--- config.mk ---
export PLATFORM = sky130hd
export DESIGN_NAME = mem_access_ctrl
export DESIGN_NICKNAME = d
export VERILOG_FILES = /design/src/rtl/mem_access_ctrl_pkg.sv /design/src/rtl/mem_access_ctrl.sv
export SDC_FILE = /design/constraint.sdc
export NUM_CORES = 1
export LEC_CHECK = 0
export CELL_PAD_IN_SITES_DETAIL_PLACEMENT = 0
export CELL_PAD_IN_SITES_GLOBAL_PLACEMENT = 1
export CORE_MARGIN = 5
export CORE_UTILIZATION = 30
export CTS_CLUSTER_SIZE = 8
export DETAILED_ROUTE_END_ITERATION = 7
export PLACE_DENSITY_LB_ADDON = 0.1
export REMOVE_ABC_BUFFERS = 1
export SYNTH_ARGS = -nofsm -noshare
export SYNTH_HDL_FRONTEND = slang
export SYNTH_SLANG_ARGS = --single-unit
--- constraint.sdc ---
create_clock -name clock -period 4 [get_ports clock]
set_clock_uncertainty 0.05 [all_clocks]
set_input_delay 0.4 -clock clock [delete_from_list [all_inputs] [get_ports clock]]
set_output_delay 0.4 -clock clock [all_outputs]
set_load 0.03 [all_outputs]
--- src/rtl/mem_access_ctrl_pkg.sv ---
// Shared types and constants for the RAM-port initiator: default widths,
// FSM state encoding and a burst-length helper.
package mem_access_ctrl_pkg;

   localparam int MAC_ADDR_W = 9;
   localparam int MAC_DATA_W = 32;
   localparam int MAC_LEN_W  = 4;

   typedef enum logic [2:0] {
      S_IDLE,
      S_WR,
      S_WR_DRAIN,
      S_RD,
      S_RD_DRAIN,
      S_DONE
   } state_t;

   function automatic int unsigned burst_words(input int unsigned len);
      return len + 1;
   endfunction

endpackage

--- src/rtl/mem_access_ctrl.sv ---
// Initiator side of the on-chip RAM port: turns load/store burst requests
// into registered RAM read/write cycles and returns read data one word per cycle.
module mem_access_ctrl
   import mem_access_ctrl_pkg::*;
#(
   parameter int ADDR_W = MAC_ADDR_W,
   parameter int DATA_W = MAC_DATA_W,
   parameter int LEN_W  = MAC_LEN_W
) (
   input  logic              clock,
   input  logic              clear,
   input  logic              req_valid,
   output logic              req_ready,
   input  logic              req_write,
   input  logic [ADDR_W-1:0] req_addr,
   input  logic [LEN_W-1:0]  req_len,
   input  logic              wdata_valid,
   output logic              wdata_ready,
   input  logic [DATA_W-1:0] wdata,
   output logic              rdata_valid,
   output logic              rdata_last,
   output logic [DATA_W-1:0] rdata,
   output logic              done,
   output logic              ram_read,
   output logic              ram_write,
   output logic [ADDR_W-1:0] ram_address,
   output logic [DATA_W-1:0] ram_data_in,
   input  logic [DATA_W-1:0] ram_data_out
);

   state_t              r_state;
   state_t              w_state_nxt;
   logic [ADDR_W-1:0]   r_cur,  w_cur_nxt;
   logic [LEN_W-1:0]    r_cnt,  w_cnt_nxt;
   logic [LEN_W-1:0]    r_len,  w_len_nxt;
   logic                r_ram_read,  w_read_nxt;
   logic                r_ram_write, w_write_nxt;
   logic [ADDR_W-1:0]   r_ram_address, w_addr_nxt;
   logic [DATA_W-1:0]   r_ram_data_in, w_din_nxt;
   logic                r_rdata_valid;
   logic                r_rdata_last;
   logic                r_done;

   always_ff @(posedge clock) begin
      if (clear) r_state <= S_IDLE;
      else       r_state <= w_state_nxt;
   end

   // r_cnt is the index of the beat currently being presented to the RAM
   always_comb begin
      w_state_nxt = r_state;
      w_cur_nxt   = r_cur;
      w_cnt_nxt   = r_cnt;
      w_len_nxt   = r_len;
      w_read_nxt  = 1'b0;
      w_write_nxt = 1'b0;
      w_addr_nxt  = r_ram_address;
      w_din_nxt   = r_ram_data_in;
      unique case (r_state)
         S_IDLE: begin
            if (req_valid) begin
               w_len_nxt = req_len;
               w_cnt_nxt = '0;
               if (req_write) begin
                  w_state_nxt = S_WR;
                  w_cur_nxt   = req_addr;
               end else begin
                  w_state_nxt = S_RD;
                  w_read_nxt  = 1'b1;
                  w_addr_nxt  = req_addr;
                  w_cur_nxt   = req_addr + 1'b1;
               end
            end
         end
         S_WR: begin
            if (wdata_valid) begin
               w_write_nxt = 1'b1;
               w_addr_nxt  = r_cur;
               w_din_nxt   = wdata;
               w_cur_nxt   = r_cur + 1'b1;
               w_cnt_nxt   = r_cnt + 1'b1;
               if (r_cnt == r_len) w_state_nxt = S_WR_DRAIN;
            end
         end
         S_RD: begin
            if (r_cnt == r_len) begin
               w_state_nxt = S_RD_DRAIN;
            end else begin
               w_read_nxt = 1'b1;
               w_addr_nxt = r_cur;
               w_cur_nxt  = r_cur + 1'b1;
               w_cnt_nxt  = r_cnt + 1'b1;
            end
         end
         S_WR_DRAIN, S_RD_DRAIN: w_state_nxt = S_DONE;
         S_DONE:                 w_state_nxt = S_IDLE;
         default:                w_state_nxt = S_IDLE;
      endcase
   end

   always_ff @(posedge clock) begin
      if (clear) begin
         r_cur         <= '0;
         r_cnt         <= '0;
         r_len         <= '0;
         r_ram_read    <= 1'b0;
         r_ram_write   <= 1'b0;
         r_ram_address <= '0;
         r_ram_data_in <= '0;
         r_rdata_valid <= 1'b0;
         r_rdata_last  <= 1'b0;
         r_done        <= 1'b0;
      end else begin
         r_cur         <= w_cur_nxt;
         r_cnt         <= w_cnt_nxt;
         r_len         <= w_len_nxt;
         r_ram_read    <= w_read_nxt;
         r_ram_write   <= w_write_nxt;
         r_ram_address <= w_addr_nxt;
         r_ram_data_in <= w_din_nxt;
         r_rdata_valid <= r_ram_read;
         r_rdata_last  <= r_ram_read && (r_state == S_RD) && (r_cnt == r_len);
         r_done        <= (w_state_nxt == S_DONE);
      end
   end

   assign req_ready   = (r_state == S_IDLE);
   assign wdata_ready = (r_state == S_WR);
   assign ram_read    = r_ram_read;
   assign ram_write   = r_ram_write;
   assign ram_address = r_ram_address;
   assign ram_data_in = r_ram_data_in;
   assign rdata_valid = r_rdata_valid;
   assign rdata_last  = r_rdata_last;
   assign rdata       = ram_data_out;
   assign done        = r_done;

endmodule

Yosys cells after proc, flatten, opt, wreduce, memory -nomap -nowiden
Cells that the tools add are included.

word-level totals
  flip-flop bits (word level) = 66
  input bits = 82
  output and inout bits = 80
  logic and storage cells = 60

cells by class
  $add $sub $neg = 3
  eq/ne operators = 10
  multiplexer cells = 25
  bitwise logic cells = 1
  reductions and logical operators = 10

operator list
  operator                                                                count
  9-bit 2-to-1 mux                                                        8
  9-bit one-hot mux with 3 select lines                                   2
  9-bit by 1-bit adder with 9-bit output (second input constant)          2
  3-bit 2-to-1 mux                                                        4
  4-bit 2-to-1 mux                                                        3
  3-bit one-hot mux with 4 select lines                                   1
  4-bit one-hot mux with 3 select lines                                   1
  2-bit inequality test (second input constant)                           4
  3-bit by 2-bit equality test with 1-bit output (second input constant)  2
  3-bit equality test (second input constant)                             2
  5-bit AND reduction                                                     1
  4-bit by 1-bit adder with 4-bit output (second input constant)          1
  4-bit equality test                                                     1
  1-bit 2-to-1 mux                                                        4
  2-bit AND reduction                                                     2
  4-bit AND reduction                                                     1
  2-bit OR reduction                                                      2
  3-bit by 1-bit equality test with 1-bit output (second input constant)  1
  3-bit logical NOT                                                       1
  3-bit nonzero test                                                      1
  1-bit logical AND                                                       2
  2-bit 2-to-1 mux                                                        1
  1-bit one-hot mux with 2 select lines                                   1
  1-bit inverter                                                          1

Logic depth before layout (Yosys ltp)
Gate-level depths: netlist of run 1.

  depth in word-level cells = 5
  depth in mapped cells = 7

Least setup slack after synthesis of run 1
No wires, ideal clock.

  path type = register to register
  start = reg r_state[1]
  end = reg r_ram_address[0], in the netlist ram_address[0]
  setup time = 0.091 ns
  arrival time = 1.960 ns
  setup slack = 1.899 ns
  cell stages (with the launch flop) = 6
  path buffers = 2
  clock period less this slack = 2.101 ns
  cells stage by stage = dfxtp_1 buf_6 nor3_1 a221oi_4 buf_6 a311oi_1

on the way
  cells in the longest elaborated chain, start to end = 3
  elaborated cells on any way between the ends = 10

ends and longest elaborated chain
  element                                                                       line                    source
  from (decl)                                                                   mem_access_ctrl.sv:31   state_t r_state;
  from (signal assigned)                                                        mem_access_ctrl.sv:46   else r_state <= w_state_nxt;
  3-bit logical NOT (*)                                                         --
  via req_ready                                                                 mem_access_ctrl.sv:13   output logic req_ready,
  2-bit inequality test (no source line) or 3-bit nonzero test (tied branches)  --
  5-bit AND reduction (no source line)                                          --
  to (signal assigned)                                                          mem_access_ctrl.sv:119  r_ram_address <= w_addr_nxt;
  to (decl)                                                                     mem_access_ctrl.sv:38   logic [ADDR_W-1:0] r_ram_address, w_addr_nxt;

Mark *: on every way through the listed nets, which the timed path passes. The rest lies on a longest branch.
A chain may end at the register's enable or synchronous reset.

Worst setup path in the final report of run 1
  start = reg r_state[1]
  end = out req_ready

on the way
  cells in the longest elaborated chain, start to end = 1

ends and longest elaborated chain
  element            line                    source
  3-bit logical NOT  mem_access_ctrl.sv:127  assign req_ready = (r_state == S_IDLE);
  to (decl)          mem_access_ctrl.sv:13

Every way passes these cells.

==> impl_metrics.json, run 1 <==
{
  "status": "completed",
  "areaGrowthSynthToFinish_pct": 32.2,
  "cp_max_fo": 10,
  "p_total_mw": 2.17,
  "area.sequential_sq_mm": 0.00132,
  "path_cells": "nor3_1, clkdlybuf4s50_1",
  "power.leakage_nw": 1.51,
  "setup_viol": 0,
  "hold_depth": 2,
  "drt_iter0_drc": 157,
  "post-cts-setup-buffer-count": 0,
  "via_per_inst": 4.80,
  "globalRouteOverflowTotal": 0,
  "slowest_stage": "clkdlybuf4s50_1",
  "cts_tree": "built",
  "nets": 539,
  "tns_ns": 0,
  "htree_levels": 3,
  "critical_path_class": "flop to output port",
  "grt_max_degree": 35,
  "cpPeakStageDelay_ns": 0.77,
  "finalCritPeriodShare": 0.621,
  "relSlewSlack": 0.455,
  "timing.rr.start": "r_state[2]",
  "drt_wl_total_mm": 9.60,
  "ys_ff_latch": 66,
  "num_rows": 37,
  "syn_area_per_cell_sq_um": 8.06,
  "irDropWorstVdd_v": 0.000203,
  "synth_most_common_cell": "nand2_1",
  "hold_violations": 0,
  "rsz0062_at_grt": "false",
  "io_pins": 162,
  "yosysWarnings": 0,
  "initial_core_util": 0.309,
  "cp-startpoint": "r_state[1]",
  "place_inst": 579,
  "worst_setup_path_end_kind": "output port",
  "place_hpwl_mm": 6.91,
  "cts_hold_buf": 0,
  "post_cts_resized": 0,
  "fin_crit_ns": 2.48,
  "cts.clk_slew.worst_paths_ns": 0.08,
  "critPathBufInv": 1,
  "yosys.cell_types.count": 46,
  "crit_cells": 2,
  "drv_slew": 0,
  "ff2ff_path_depth": 6,
  "stdcell_count": 595,
  "clock_path_buffers": 2,
  "min_from": "ram_data_in[10]",
  "insertion_delay_ns": 0.33,
  "antenna_found_initial": 0,
  "synth_top_area_share": 0.412,
  "port_buffers": 97,
  "die-area_sq_mm": 0.0129,
  "drc": 0,
  "root_buffer": "clkbuf_8",
  "cp-start-kind": "flop",
  "netlist_instances": 398,
  "maxCapViolations": 0,
  "grt_pass1_vias": 2830,
  "power.density_mw_per_mm2": 513,
  "path_delay_family": "buffers and inverters",
  "synth_edf_count": 0,
  "required_ns": 3.55,
  "fmax_ghz": 0.403,
  "postSynth.asyncResetShare": 0,
  "antenna_cells": 0,
  "vias": 2854,
  "crit_arrival_ns": 2.03,
  "tightest_slew_ns": 0.817,
  "grt_pass1_wl_mm": 15.4,
  "drive_gt1_frac": 0.0632,
  "core_area_sq_mm": 0.0104,
  "yosys-top-cells-area": "dfxtp_1, nand2_1, buf_4, a21oi_1, mux2i_1",
  "dieHeight_microns": 113,
  "wl_per_cell_microns": 16.1,
  "ys_seq_area_frac": 0.412,
  "clock-sinks": 66,
  "fillers": 1100,
  "multiInputGateArea_sq_mm": 0.00152,
  "cts_buffers": 9,
  "hold_path_class": "flop to flop",
  "yosys_most_used_dff": "dfxtp_1",
  "track_usage": 0.150,
  "postRouteAntennaNets": 0,
  "synthTopCellsByCount": "nand2_1, dfxtp_1, a21oi_1",
  "dr.pass1.iters": 4,
  "netlist_area_sq_mm": 0.00321,
  "die_w_microns": 113,
  "yosys.area.top_type": "dfxtp_1",
  "gp_congestion": 0.708
}
[worst reg2reg max path, delay by kind of cell (launching register included)]
kind | cells | cell delay (ns)
buf+inv | 1 | 0.30
simple gates | 3 | 0.43
compound gates | 2 | 0.98
flops | 1 | 0.52
[layer usage]
metal / vias up / part of all wire / global-route usage / wire length, microns
met3: 10 / 0.11 / 0.0732 / 1030
met4: 0 / 0.011 / 0.0481 / 102
li1: 1427 / - / - / -
met2: 112 / 0.39 / 0.201 / 3780
met1: 1305 / 0.49 / 0.207 / 4690
met5: - / 0 / 0.0235 / 0
[area by class of cell]
cell class	instances	share of cell area
timing repair buffer	103	0.238
inverter	3	0.00265
clock inverter	5	0.0186
clock buffer	11	0.0310
sequential	66	0.312
tap	136	0.0401
multi-input combinational	271	0.358
[flip-flops by register name, summed over array words and instances, names as in the netlist]
name and count:
done 1, r_cnt 4, r_cur 9, r_len 4, r_state 3, ram_address 9
ram_data_in 32, ram_read 1, ram_write 1, rdata_last 1, rdata_valid 1
[through the flow]
| stage | hold WS (ns) | setup slack [ns] | cell area [sq um] | utilization |
|---|---|---|---|---|
| final | 0.403 | 1.52 | 4240 | 0.409 |
| after global routing | 0.422 | 1.28 | 4240 | 0.409 |
| after CTS | 0.408 | 1.45 | 4240 | 0.409 |
| after detailed placement | 0.397 | 1.24 | 4030 | 0.389 |
| after global placement | 0.391 | 1.34 | 4030 | 0.389 |
| after floorplan | 0.400 | 1.54 | 2850 | - |
[path summary, 6_finish.rpt]
| path | end | slack (ns) |
|---|---|---|
| worst max-delay path | req_ready | 1.52 |
| worst min-delay path | ram_data_in[10] | 0.40 |
| worst max register to register | ram_address[6] | 1.63 |
| worst min register to register | ram_data_in[10] | 0.40 |
[kinds of logic (layout without fill, tap and decap cells)]
| kind of cell | Yosys count | after routing | synth area share |
|---|---|---|---|
| compound gates | 82 | 82 | 0.164 |
| xor+xnor | 14 | 14 | 0.0382 |
| fa+ha+maj | 3 | 3 | 0.0117 |
| buf+inv | 61 | 122 | 0.115 |
| flops | 66 | 66 | 0.412 |
| mux | 12 | 12 | 0.0374 |
| simple gates | 160 | 160 | 0.222 |
[cells in the final DEF, fill, tap and decap left out, drive strengths merged, types with 2 or more instances in the layout]
cell type      Yosys  routed
clkdlybuf4s50      0      96
nand2             92      92
dfxtp             66      66
a21oi             46      46
nor2              31      31
mux2i             12      12
clkbuf            20      11
o21ai              9       9
xnor2              8       8
nor3               7       7
buf               38       7
nand3              6       6
xor2               6       6
a211oi             6       6
a311oi             5       5
nor2b              4       4
o211ai             4       4
nand2b             3       3
inv                3       3
and3               3       3
o31ai              3       3
ha                 3       3
clkinv             0       3
nand4b             2       2
o32ai              2       2
nor3b              2       2
nand4              2       2
bufinv             0       2
[power by group]
part	switching [mW]	internal, mW
Sequential	0.0749	0.747
Clock	0.257	0.351
Combinational	0.438	0.307
Note: power is estimated with default switching activity, not from simulation.
==> inputs of run 2 (changes only) <==
--- a/config.mk
+++ b/config.mk
@@ -8,7 +8,7 @@
 export CELL_PAD_IN_SITES_DETAIL_PLACEMENT = 0
 export CELL_PAD_IN_SITES_GLOBAL_PLACEMENT = 1
 export CORE_MARGIN = 5
-export CORE_UTILIZATION = 30
+export CORE_UTILIZATION = 25
 export CTS_CLUSTER_SIZE = 8
 export DETAILED_ROUTE_END_ITERATION = 7
 export PLACE_DENSITY_LB_ADDON = 0.1
==> constraint.sdc (replaced) <==
create_clock -name clock -period 2.1 [get_ports clock]
set_clock_uncertainty 0.05 [all_clocks]
set_input_delay 0.21 -clock clock [delete_from_list [all_inputs] [get_ports clock]]
set_output_delay 0.21 -clock clock [all_outputs]
set_load 0.03 [all_outputs]
==> run 2 against run 1 <==
Count of clock-buffer cells in the layout unchanged. Setup slack got worse by 1.4 ns. Largest power group is now clock. Sequential share of layout area decreased by 2.3 points. Total power increased by 130%. Register-to-register slack got worse by 1.3 ns. Die area increased by 18%. Global-route usage decreased by 1.7 points.
==> impl_metrics.json, run 2 (synthesis results as in run 1) <==
{
  "status": "completed",
  "rsz0062_at_grt": "false",
  "power.leakage_nw": 1.66,
  "nets": 551,
  "ff2ff_path_depth": 7,
  "drive_gt1_frac": 0.0934,
  "wl_per_cell_microns": 15.6,
  "cts_hold_buf": 0,
  "mostFrequentLayoutCell": "clkdlybuf4s50_1",
  "drt_iter0_drc": 173,
  "maxCapViolations": 0,
  "dieHeight_microns": 123,
  "cp-start-kind": "flop",
  "finalCritPeriodShare": 0.944,
  "p_total_mw": 4.97,
  "critical_path_class": "flop to output port",
  "grt_pass1_vias": 2790,
  "initial_core_util": 0.254,
  "power.density_mw_per_mm2": 1080,
  "die_w_microns": 123,
  "hold_path_class": "input port to flop",
  "clock_path_buffers": 2,
  "dr.pass1.iters": 4,
  "globalRouteOverflowTotal": 0,
  "setup_viol": 0,
  "via_per_inst": 4.53,
  "vias": 2913,
  "postRouteAntennaNets": 0,
  "drv_slew": 0,
  "fmax_ghz": 0.504,
  "gp_congestion": 0.715,
  "crit_arrival_ns": 1.72,
  "fin_hold_ws_ns": 0.302,
  "drc": 0,
  "cp_max_fo": 2,
  "die-area_sq_mm": 0.0152,
  "fin_ws_ns": 0.118,
  "areaGrowthSynthToFinish_pct": 42.9,
  "core_area_sq_mm": 0.0126,
  "cts_tree": "built",
  "final_core_util": 0.363,
  "clock-sinks": 66,
  "io_pins": 162,
  "largest_reg_flops": 32,
  "insertion_delay_ns": 0.33,
  "htree_levels": 3,
  "tightest_slew_ns": 0.531,
  "worst_setup_path_end_kind": "output port",
  "place_ws_ns": 0.149,
  "grt_pass1_wl_mm": 15.2,
  "antenna_found_initial": 0,
  "tns_ns": 0,
  "place_hpwl_mm": 7.26,
  "required_ns": 1.84,
  "relSlewSlack": 0.646,
  "hold_violations": 0,
  "root_buffer": "clkbuf_16",
  "cts_buffers": 9,
  "antenna_cells": 0,
  "cts.clk_slew.worst_paths_ns": 0.05,
  "fillers": 1358,
  "final_cell_mix": "clkdlybuf4s50_1, nand2_1, dfxtp_1, a21oi_1, nor2_1",
  "hold_depth": 2,
  "irDropWorstVdd_v": 0.000340,
  "track_usage": 0.133,
  "grt_max_degree": 34,
  "port_buffers": 97,
  "fin_crit_ns": 1.98,
  "drt_wl_total_mm": 10.0,
  "num_rows": 41
}
[run 2: changes by cell type in the layout (fill, tap and decap cells not counted)]
cell / change
buf_12: +4
buf_4: +9
bufinv_16: +2
clkbuf_1: -1
clkbuf_16: +9
clkbuf_8: -8
clkdlybuf4s50_1: -1
clkinv_2: -1
clkinv_4: -1
nor3_1: -1
nor3_2: +1
[run 2: final cells by class]
class	count	area (sq um)	share of cell area
Multi-Input combinational cell	271	1520	0.332
Sequential cell	66	1320	0.288
Inverter	3	11.3	0.00245
Timing Repair Buffer	115	1150	0.250
Tap cell	172	215	0.0469
Clock buffer	11	243	0.0529
Clock inverter	5	125	0.0273
[run 2: stage by stage]
stage                     instance area (sq um)  std cells
after floorplan                            2850        340
after global placement                     4210        627
after detailed placement                   4210        627
after CTS                                  4590        643
after global routing                       4590        643
final                                      4590        643
[run 2: worst max-delay path, stage by stage (launching register included)]
cell and delay [ns]:
dfxtp_1 0.31, nor3_2 0.34, clkdlybuf4s50_1 0.74
[run 2: report_power, final]
part | internal, mW | switching (mW) | leakage, nW
registers | 1.42 | 0.119 | 0.538
clock network | 1.31 | 0.557 | 0.180
logic | 0.670 | 0.888 | 0.945
[run 2: per-layer routing]
metal / GRT usage / vias to the layer above / wire, microns
met1: 0.183 / 1330 / 4920
met4: 0.0561 / 0 / 173
li1: - / 1452 / -
met3: 0.0618 / 13 / 974
met5: 0.0139 / - / 0
met2: 0.175 / 118 / 3950
[run 2: what timing repair did]
| item | CTS | global route |
|---|---|---|
| setup endpoints to repair | 1 | 0 |
| resized for setup | 1 | 0 |
| buffers inserted | 0 | 0 |
[run 2: path summary, 6_finish.rpt]
kind	startpoint	endpoint	slack, ns
max	r_state[1]	req_ready	0.12
min	clear	r_state[2]	0.30
max reg2reg	r_state[1]	ram_address[0]	0.32
min reg2reg	ram_data_in[4]	ram_data_in[4]	0.40
